File: config.mk
export PLATFORM = sky130hd
export DESIGN_NAME = sha256_block_sequencer
export DESIGN_NICKNAME = d
export VERILOG_FILES = /design/src/rtl/sha256_block_sequencer.sv
export SDC_FILE = /design/constraint.sdc
export NUM_CORES = 1
export LEC_CHECK = 0
export ABC_AREA = 1
export CORE_MARGIN = 1
export CORE_UTILIZATION = 45
export CTS_BUF_LIST = sky130_fd_sc_hd__clkbuf_4 sky130_fd_sc_hd__clkbuf_8 sky130_fd_sc_hd__clkbuf_16
export DETAILED_ROUTE_END_ITERATION = 10
export PLACE_DENSITY = 0.72
export SLEW_MARGIN = 20
export SYNTH_ARGS = -nofsm -noshare
export SYNTH_HDL_FRONTEND = slang
export SYNTH_SLANG_ARGS = --single-unit
File: constraint.sdc
create_clock -name clk -period 6.04 [get_ports clk]
set_input_delay 1.208 -clock clk [delete_from_list [all_inputs] [get_ports clk]]
set_output_delay 1.208 -clock clk [all_outputs]
set_load 0.05 [all_outputs]
File: src/rtl/sha256_block_sequencer.sv
// sha256_block_sequencer
//   Control sequencer for the SHA-256 core. Streams one 512-bit block as
//   sixteen 32-bit words into the message schedule, then runs the
//   schedule/compression units for ROUNDS cycles and folds the result into
//   the running hash H0..H7. Blocks chain until one is flagged last, after
//   which the digest is presented with digest_valid.
//
// Ports
//   clk, reset_n         clock (rising edge), asynchronous active-low reset
//   start                begins a new message (honoured only when idle)
//   in_word/in_valid     message word stream, big-endian word order
//   in_last              marks the current block as final (sampled on word 15)
//   in_ready             a word is accepted this cycle when in_valid is high
//   msg_word/addr/we     schedule write port, strobed on accepted words only
//   round                round index to schedule and compression
//   comp_init            compression loads a..h from digest
//   comp_en              compression and schedule advance one round
//   comp_vars            compression working variables {a..h}, a in [255:224]
//   digest               running hash {H0..H7}, H0 in [255:224]
//   digest_valid         digest holds the final hash of the last message
//   busy                 high whenever not idle
//   done                 one-cycle pulse at message completion
module sha256_block_sequencer #(
    parameter int unsigned ROUNDS = 64
) (
    input  logic         clk,
    input  logic         reset_n,
    input  logic         start,
    input  logic [31:0]  in_word,
    input  logic         in_valid,
    input  logic         in_last,
    output logic         in_ready,
    output logic [31:0]  msg_word,
    output logic [3:0]   msg_addr,
    output logic         msg_we,
    output logic [5:0]   round,
    output logic         comp_init,
    output logic         comp_en,
    input  logic [255:0] comp_vars,
    output logic [255:0] digest,
    output logic         digest_valid,
    output logic         busy,
    output logic         done
);

    typedef enum logic [2:0] {
        ST_IDLE,
        ST_LOAD,
        ST_INIT,
        ST_ROUND,
        ST_UPDATE,
        ST_DONE
    } state_t;

    localparam logic [5:0]   LAST_ROUND = 6'(ROUNDS - 1);
    localparam logic [255:0] H_IV =
        256'h6a09e667_bb67ae85_3c6ef372_a54ff53a_510e527f_9b05688c_1f83d9ab_5be0cd19;

    state_t       state;
    state_t       state_next;
    logic [3:0]   word_cnt;
    logic [5:0]   round_cnt;
    logic         last_flag;
    logic [255:0] h_q;
    logic [255:0] h_sum;
    logic         accept;

    assign accept = in_valid && in_ready;
    assign digest = h_q;

    // Per-word modulo-2^32 add; words are independent so no carry crosses
    // a 32-bit boundary.
    always_comb begin
        h_sum = '0;
        for (int unsigned i = 0; i < 8; i++) begin
            h_sum[i*32 +: 32] = h_q[i*32 +: 32] + comp_vars[i*32 +: 32];
        end
    end

    always_comb begin
        state_next = state;
        in_ready   = 1'b0;
        msg_we     = 1'b0;
        msg_addr   = '0;
        msg_word   = in_word;
        round      = '0;
        comp_init  = 1'b0;
        comp_en    = 1'b0;
        busy       = 1'b1;
        done       = 1'b0;
        case (state)
            ST_IDLE: begin
                busy = 1'b0;
                if (start) state_next = ST_LOAD;
            end
            ST_LOAD: begin
                in_ready = 1'b1;
                if (accept) begin
                    msg_we   = 1'b1;
                    msg_addr = word_cnt;
                    if (word_cnt == 4'd15) state_next = ST_INIT;
                end
            end
            ST_INIT: begin
                comp_init  = 1'b1;
                state_next = ST_ROUND;
            end
            ST_ROUND: begin
                comp_en = 1'b1;
                round   = round_cnt;
                if (round_cnt == LAST_ROUND) state_next = ST_UPDATE;
            end
            ST_UPDATE: begin
                state_next = last_flag ? ST_DONE : ST_LOAD;
            end
            ST_DONE: begin
                done       = 1'b1;
                state_next = ST_IDLE;
            end
            default: state_next = ST_IDLE;
        endcase
    end

    always_ff @(posedge clk or negedge reset_n) begin
        if (!reset_n) begin
            state <= ST_IDLE;
        end else begin
            state <= state_next;
        end
    end

    always_ff @(posedge clk or negedge reset_n) begin
        if (!reset_n) begin
            word_cnt     <= '0;
            round_cnt    <= '0;
            last_flag    <= 1'b0;
            digest_valid <= 1'b0;
            h_q          <= '0;
        end else begin
            case (state)
                ST_IDLE: begin
                    if (start) begin
                        h_q          <= H_IV;
                        digest_valid <= 1'b0;
                        word_cnt     <= '0;
                    end
                end
                ST_LOAD: begin
                    if (accept) begin
                        // 4-bit counter wraps to 0 after word 15
                        word_cnt <= word_cnt + 4'd1;
                        if (word_cnt == 4'd15) last_flag <= in_last;
                    end
                end
                ST_INIT:   round_cnt    <= '0;
                ST_ROUND:  round_cnt    <= round_cnt + 6'd1;
                ST_UPDATE: h_q          <= h_sum;
                ST_DONE:   digest_valid <= 1'b1;
                default: ;
            endcase
        end
    end

endmodule

=== After elaboration in Yosys (flattened, before gate mapping) ===
Index checks and enable logic that the tools add are counted.

* Reduce and logical (&&, ||, !) cells: 11
* Multiplexer cells: 24
* Add/sub/neg operators: 10
* Equality and inequality tests: 11

{| class="wikitable"
|+ Operator list
! cell !! count
|-
| $pmux 256 s2 || 1
|-
| $add 32x32->32 || 8
|-
| $mux 256 || 1
|-
| $mux 4 || 4
|-
| $mux 3 || 5
|-
| $pmux 3 s5 || 1
|-
| $pmux 6 s2 || 1
|-
| $mux 1 || 8
|-
| $ne 2x2->1 const B || 4
|-
| $pmux 4 s2 || 1
|-
| $reduce_bool 2->1 || 4
|-
| $add 6x1->6 const B || 1
|-
| $eq 3x2->1 const B || 2
|-
| $eq 3x3->1 const B || 2
|-
| $eq 6x6->1 const B || 1
|-
| $mux 6 || 1
|-
| $reduce_and 3->1 || 2
|-
| $add 4x1->4 const B || 1
|-
| $eq 4x4->1 const B || 1
|-
| $reduce_and 2->1 || 2
|-
| $reduce_and 4->1 || 1
|-
| $eq 3x1->1 const B || 1
|-
| $logic_not 3->1 || 1
|-
| $pmux 1 s2 || 1
|-
| $logic_and 1x1->1 || 1
|}

* Register bits after elaboration: 271
* Word-level logic and storage cells: 62

=== Logic depth before layout (Yosys ltp) ===
* Depth after elaboration: 5
* Mapped depth: 15
* Mapped depth without buffers: 15

=== Worst setup path after synthesis ===
OpenSTA, ideal clock, no wires.

* Path kind: reg-to-output
* Start point: reg state[2]
* End point: out msg_addr[0]
* Cell stages (with the launch flop): 4
* Buffers on the path: 0
* Data required time: 4.832 ns
* Slack: 2.628 ns
* Data arrival time: 2.204 ns
* Cells stage by stage: dfrtp_1 -> nor3_2 -> nand2_1 -> nor2_1

* Word-level cells in the longest chain between the ends: 5

{| class="wikitable"
|+ Ends and longest elaborated chain
! element !! RTL line !! text
|-
| start: declaration || 59 || <nowiki>state_t state;</nowiki>
|-
| start signal: assignment || 128 || <nowiki>state <= state_next;</nowiki>
|-
| $eq 3x1->1 || 91 || <nowiki>case (state)</nowiki>
|-
| $mux 1 || 91 ||
|-
| via in_ready || 32 || <nowiki>output logic in_ready,</nowiki>
|-
| $logic_and 1x1->1 || 68 || <nowiki>assign accept = in_valid && in_ready;</nowiki>
|-
| $mux 4 || 98 || <nowiki>if (accept) begin</nowiki>
|-
| $mux 4 || 91 ||
|-
| end: declaration || 34 || <nowiki>output logic [3:0] msg_addr,</nowiki>
|}

The timed path passes the listed nets, and every way through them passes these cells.

=== Final worst setup path ===
* Start point: in in_valid
* End point: out msg_addr[1]

* Word-level cells in the longest chain between the ends: 3

{| class="wikitable"
|+ Ends and longest elaborated chain
! element !! RTL line !! text
|-
| start: declaration || 30 || <nowiki>input logic in_valid,</nowiki>
|-
| $logic_and 1x1->1 || 68 ||
|-
| $mux 4 || 98 ||
|-
| $mux 4 || 91 ||
|}

Every way passes these cells.

==> results.yml <==
synth:
  avgSynthCellArea_um2: 5.83
  syn_nets: 5468
  syn_area_um2: 28700
  ys_warn_count: 0
  netlist_instances: 4917
  seq_area_frac_synth_pct: 23.7
  ys_types: 44
  ys_ff_latch: 271
route:
  wl_per_cell_um: 16.1
  ant_nets: 0
  first_iter_violations: 2096
  vias: 31500
  drc: 0
  drtPass1Iterations: 6
  via_per_inst: 5.01
  routed_wl_um: 102000
setup_path:
  critPathMostFrequentCell: "clkdlybuf4s50_1"
  cp_cell_sequence: "clkdlybuf4s50_1 > nand2_1 > nor2_1 > clkdlybuf4s50_1"
  regToRegSetupSlack_ns: 2.86
  r2r-start: "state[1]"
  r2r-end: "digest[129]"
  path_class: "primary input to output pin"
  worst-path-max-fanout: 7
  r2r_cells: 9
  slowest_delay_ns: 0.81
  required_ns: 4.83
  critPathLaunch: "in_valid"
  startpoint_type: "primary input"
  cp-end-kind: "output pin"
  arrival_ns: 2.79
  cpMaxStageDelayCell: "clkdlybuf4s50_1"
clock_network:
  clk_pin_slew_ns: 0.06
  clock_sinks: 271
  clock_latency_ns: 0.58
  cts_resized: 0
  cts_buffers: 39
  cts_setup_buffers: 0
  cts_hold_buf: 0
  cts_buffer_depth: 3
  h-tree-depth: 2
  cts_tree: "yes"
  cts_root_buf: "clkbuf_16"
sta:
  clock_skew_ns: 0.0256
  setup_viol: 0
  fmax_mhz: 250
  hold_violations: 0
  finalMaxSlewViolations: 0
  rsz0062_at_grt: "no"
  period_needed_ns: 4.00
  period_share_pct: 66.2
  slew_headroom_pct: 28.8
  tightestPinTransition_ns: 1.07
  fin_setup_tns_ns: 0
floorplanning:
  core_area_um2: 63000
  rows: 92
  start_util_pct: 45.5
  die-area_um2: 64700
  ioPinCount: 598
  die_h_um: 254
  die_w_um: 254
layout:
  drive_gt1_share_pct: 2.55
  synthToLayoutAreaGrowth_pct: 25.9
  instances_no_fill: 6292
  fillers: 6429
  final_nets: 5964
grt:
  grt_pass1_vias: 29300
  grt_max_degree: 107
  grt_pass1_wl_um: 156000
  grt_use_total_pct: 30.7
  antenna_found_initial: 10
  grt_overflow: 0
place:
  place_inst: 6218
  gp_congestion: 0.984
  io_buffer_count: 533
  dp_hpwl_um: 80600
pwr:
  peakVddDrop_uv: 318
  p_leak_nw: 20.0
  p_per_area_nw_per_um2: 481
worst_hold_path:
  hp-start: "digest_valid"
  min_path_type: "flop to flop"
  hold_end: "digest_valid"
  holdPathStages: 1
status:
  outcome: "completed"
run:
  maxCapViolations: 0
==> synth_stat cells, drive strengths merged <==
| cell | n | area [um^2] |
|---|---|---|
| a21boi | 2 | 15.0 |
| a21o | 10 | 75.1 |
| a21oi | 236 | 1180 |
| a22o | 3 | 26.3 |
| a22oi | 3 | 22.5 |
| a31o | 1 | 8.76 |
| a31oi | 2 | 12.5 |
| a32o | 4 | 40.0 |
| and2 | 13 | 81.3 |
| and3 | 3 | 18.8 |
| buf | 63 | 417 |
| clkbuf | 24 | 90.1 |
| dfrtp | 271 | 6780 |
| fa | 8 | 160 |
| ha | 250 | 3130 |
| inv | 958 | 3600 |
| nand2 | 1950 | 7320 |
| nand3 | 314 | 1570 |
| nand3b | 11 | 82.6 |
| nand4 | 27 | 169 |
| nor2 | 385 | 1470 |
| nor3 | 36 | 185 |
| nor4 | 2 | 12.5 |
| o211ai | 5 | 37.5 |
| o21a | 8 | 60.1 |
| o21ai | 123 | 616 |
| o21bai | 34 | 255 |
| o22a | 2 | 17.5 |
| o22ai | 44 | 275 |
| o31ai | 3 | 22.5 |
| o32ai | 1 | 8.76 |
| or2 | 68 | 425 |
| xnor2 | 4 | 35.0 |
| xor2 | 49 | 429 |
==> where the power goes <==
group / internal [mW] / total [mW] / switching, mW
combinational: 3.72 / 11.7 / 7.93
sequential: 2.45 / 3.10 / 0.649
clock: 1.62 / 2.60 / 0.977
==> per-stage QoR <==
stage | instance area, um^2 | hold WS, ns | setup WS, ns | util, % | total power [mW]
finish | 36100 | 0.496 | 2.04 | 57.3 | 17.3
global route | 36100 | 0.527 | 1.93 | 57.3 | 18.7
CTS | 36100 | 0.489 | 2.04 | 57.3 | 17.3
detailed placement | 34600 | 0.476 | 1.86 | 55.0 | 14.6
global placement | 34600 | 0.466 | 1.89 | 55.0 | 14.5
floorplan | 28700 | 0.481 | 2.63 | - | 11.1
==> layout by cell type, fill, tap and decap left out, drive strengths merged, types with 3 or more instances in the layout <==
| cell | instances |
|---|---|
| fa | 8 |
| a32o | 4 |
| and2 | 13 |
| clkbuf | 51 |
| dfrtp | 271 |
| o21bai | 34 |
| nor3 | 36 |
| clkinv | 9 |
| diode | 4 |
| o211ai | 5 |
| ha | 250 |
| clkinvlp | 3 |
| and3 | 3 |
| xor2 | 49 |
| o21ai | 123 |
| a22o | 3 |
| o22ai | 44 |
| inv | 958 |
| nor2 | 385 |
| a21oi | 236 |
| clkdlybuf4s50 | 532 |
| a22oi | 3 |
| nand2 | 1950 |
| xnor2 | 4 |
| nand3b | 11 |
| nand4 | 27 |
| a21o | 10 |
| bufinv | 7 |
| nand3 | 314 |
| buf | 10 |
| o31ai | 3 |
| or2 | 68 |
| o21a | 8 |
==> how the worst max path moves through the flow <==
| stage | to | slack (ns) | cells past startpoint |
|---|---|---|---|
| 2_1_floorplan | msg_addr[0] | 2.63 | 3 |
| 3_3_place_gp | digest[129] | 1.89 | 7 |
| 3_5_place_dp | digest[69] | 1.86 | 8 |
| 4_1_cts | msg_addr[0] | 2.04 | 4 |
| 5_1_grt | msg_addr[3] | 1.93 | 4 |
| 6_report | msg_addr[1] | 2.04 | 4 |
==> critical path, delay by kind of cell <==
| family | cells | cell delay (ns) |
|---|---|---|
| and+or+nand+nor | 2 | 0.29 |
| buffers and inverters | 2 | 1.29 |
==> metal layers <==
metal  wire (um)  vias to the layer above  global-route usage (%)
met5          79                        -                       0
met4        3110                       12                    9.93
li1            -                    16100                       -
met2       46200                      995                    51.2
met3        8610                      177                    6.54
met1       43500                    14200                    39.3
==> final cells by class <==
cell class,count,area (um^2),area share (%)
sequential,271,6780,18.8
timing repair buffer,542,5430,15.1
tap,846,1060,2.93
inverter,958,3600,9.98
clock buffer,51,1140,3.16
multi-input combinational,3601,17800,49.3
clock inverter,19,278,0.770
antenna,4,10.0,0.0278
==> sequential cells by signal, indices dropped and copies added, names as in the netlist <==
name	flops
digest	256
digest_valid	1
last_flag	1
round_cnt	6
state	3
word_cnt	4
==> kinds of logic (layout without fill, tap and decap cells) <==
| logic type | count (synthesis) | after routing | synth area share (%) |
|---|---|---|---|
| simple gates | 2809 | 2809 | 39.6 |
| fa+ha+maj | 258 | 258 | 11.5 |
| other cells | 0 | 4 | 0 |
| compound gates | 481 | 481 | 9.33 |
| flops | 271 | 271 | 23.7 |
| buf+inv | 1045 | 1570 | 14.3 |
| xor+xnor | 53 | 53 | 1.62 |
Power figures use the tool's default switching activity.
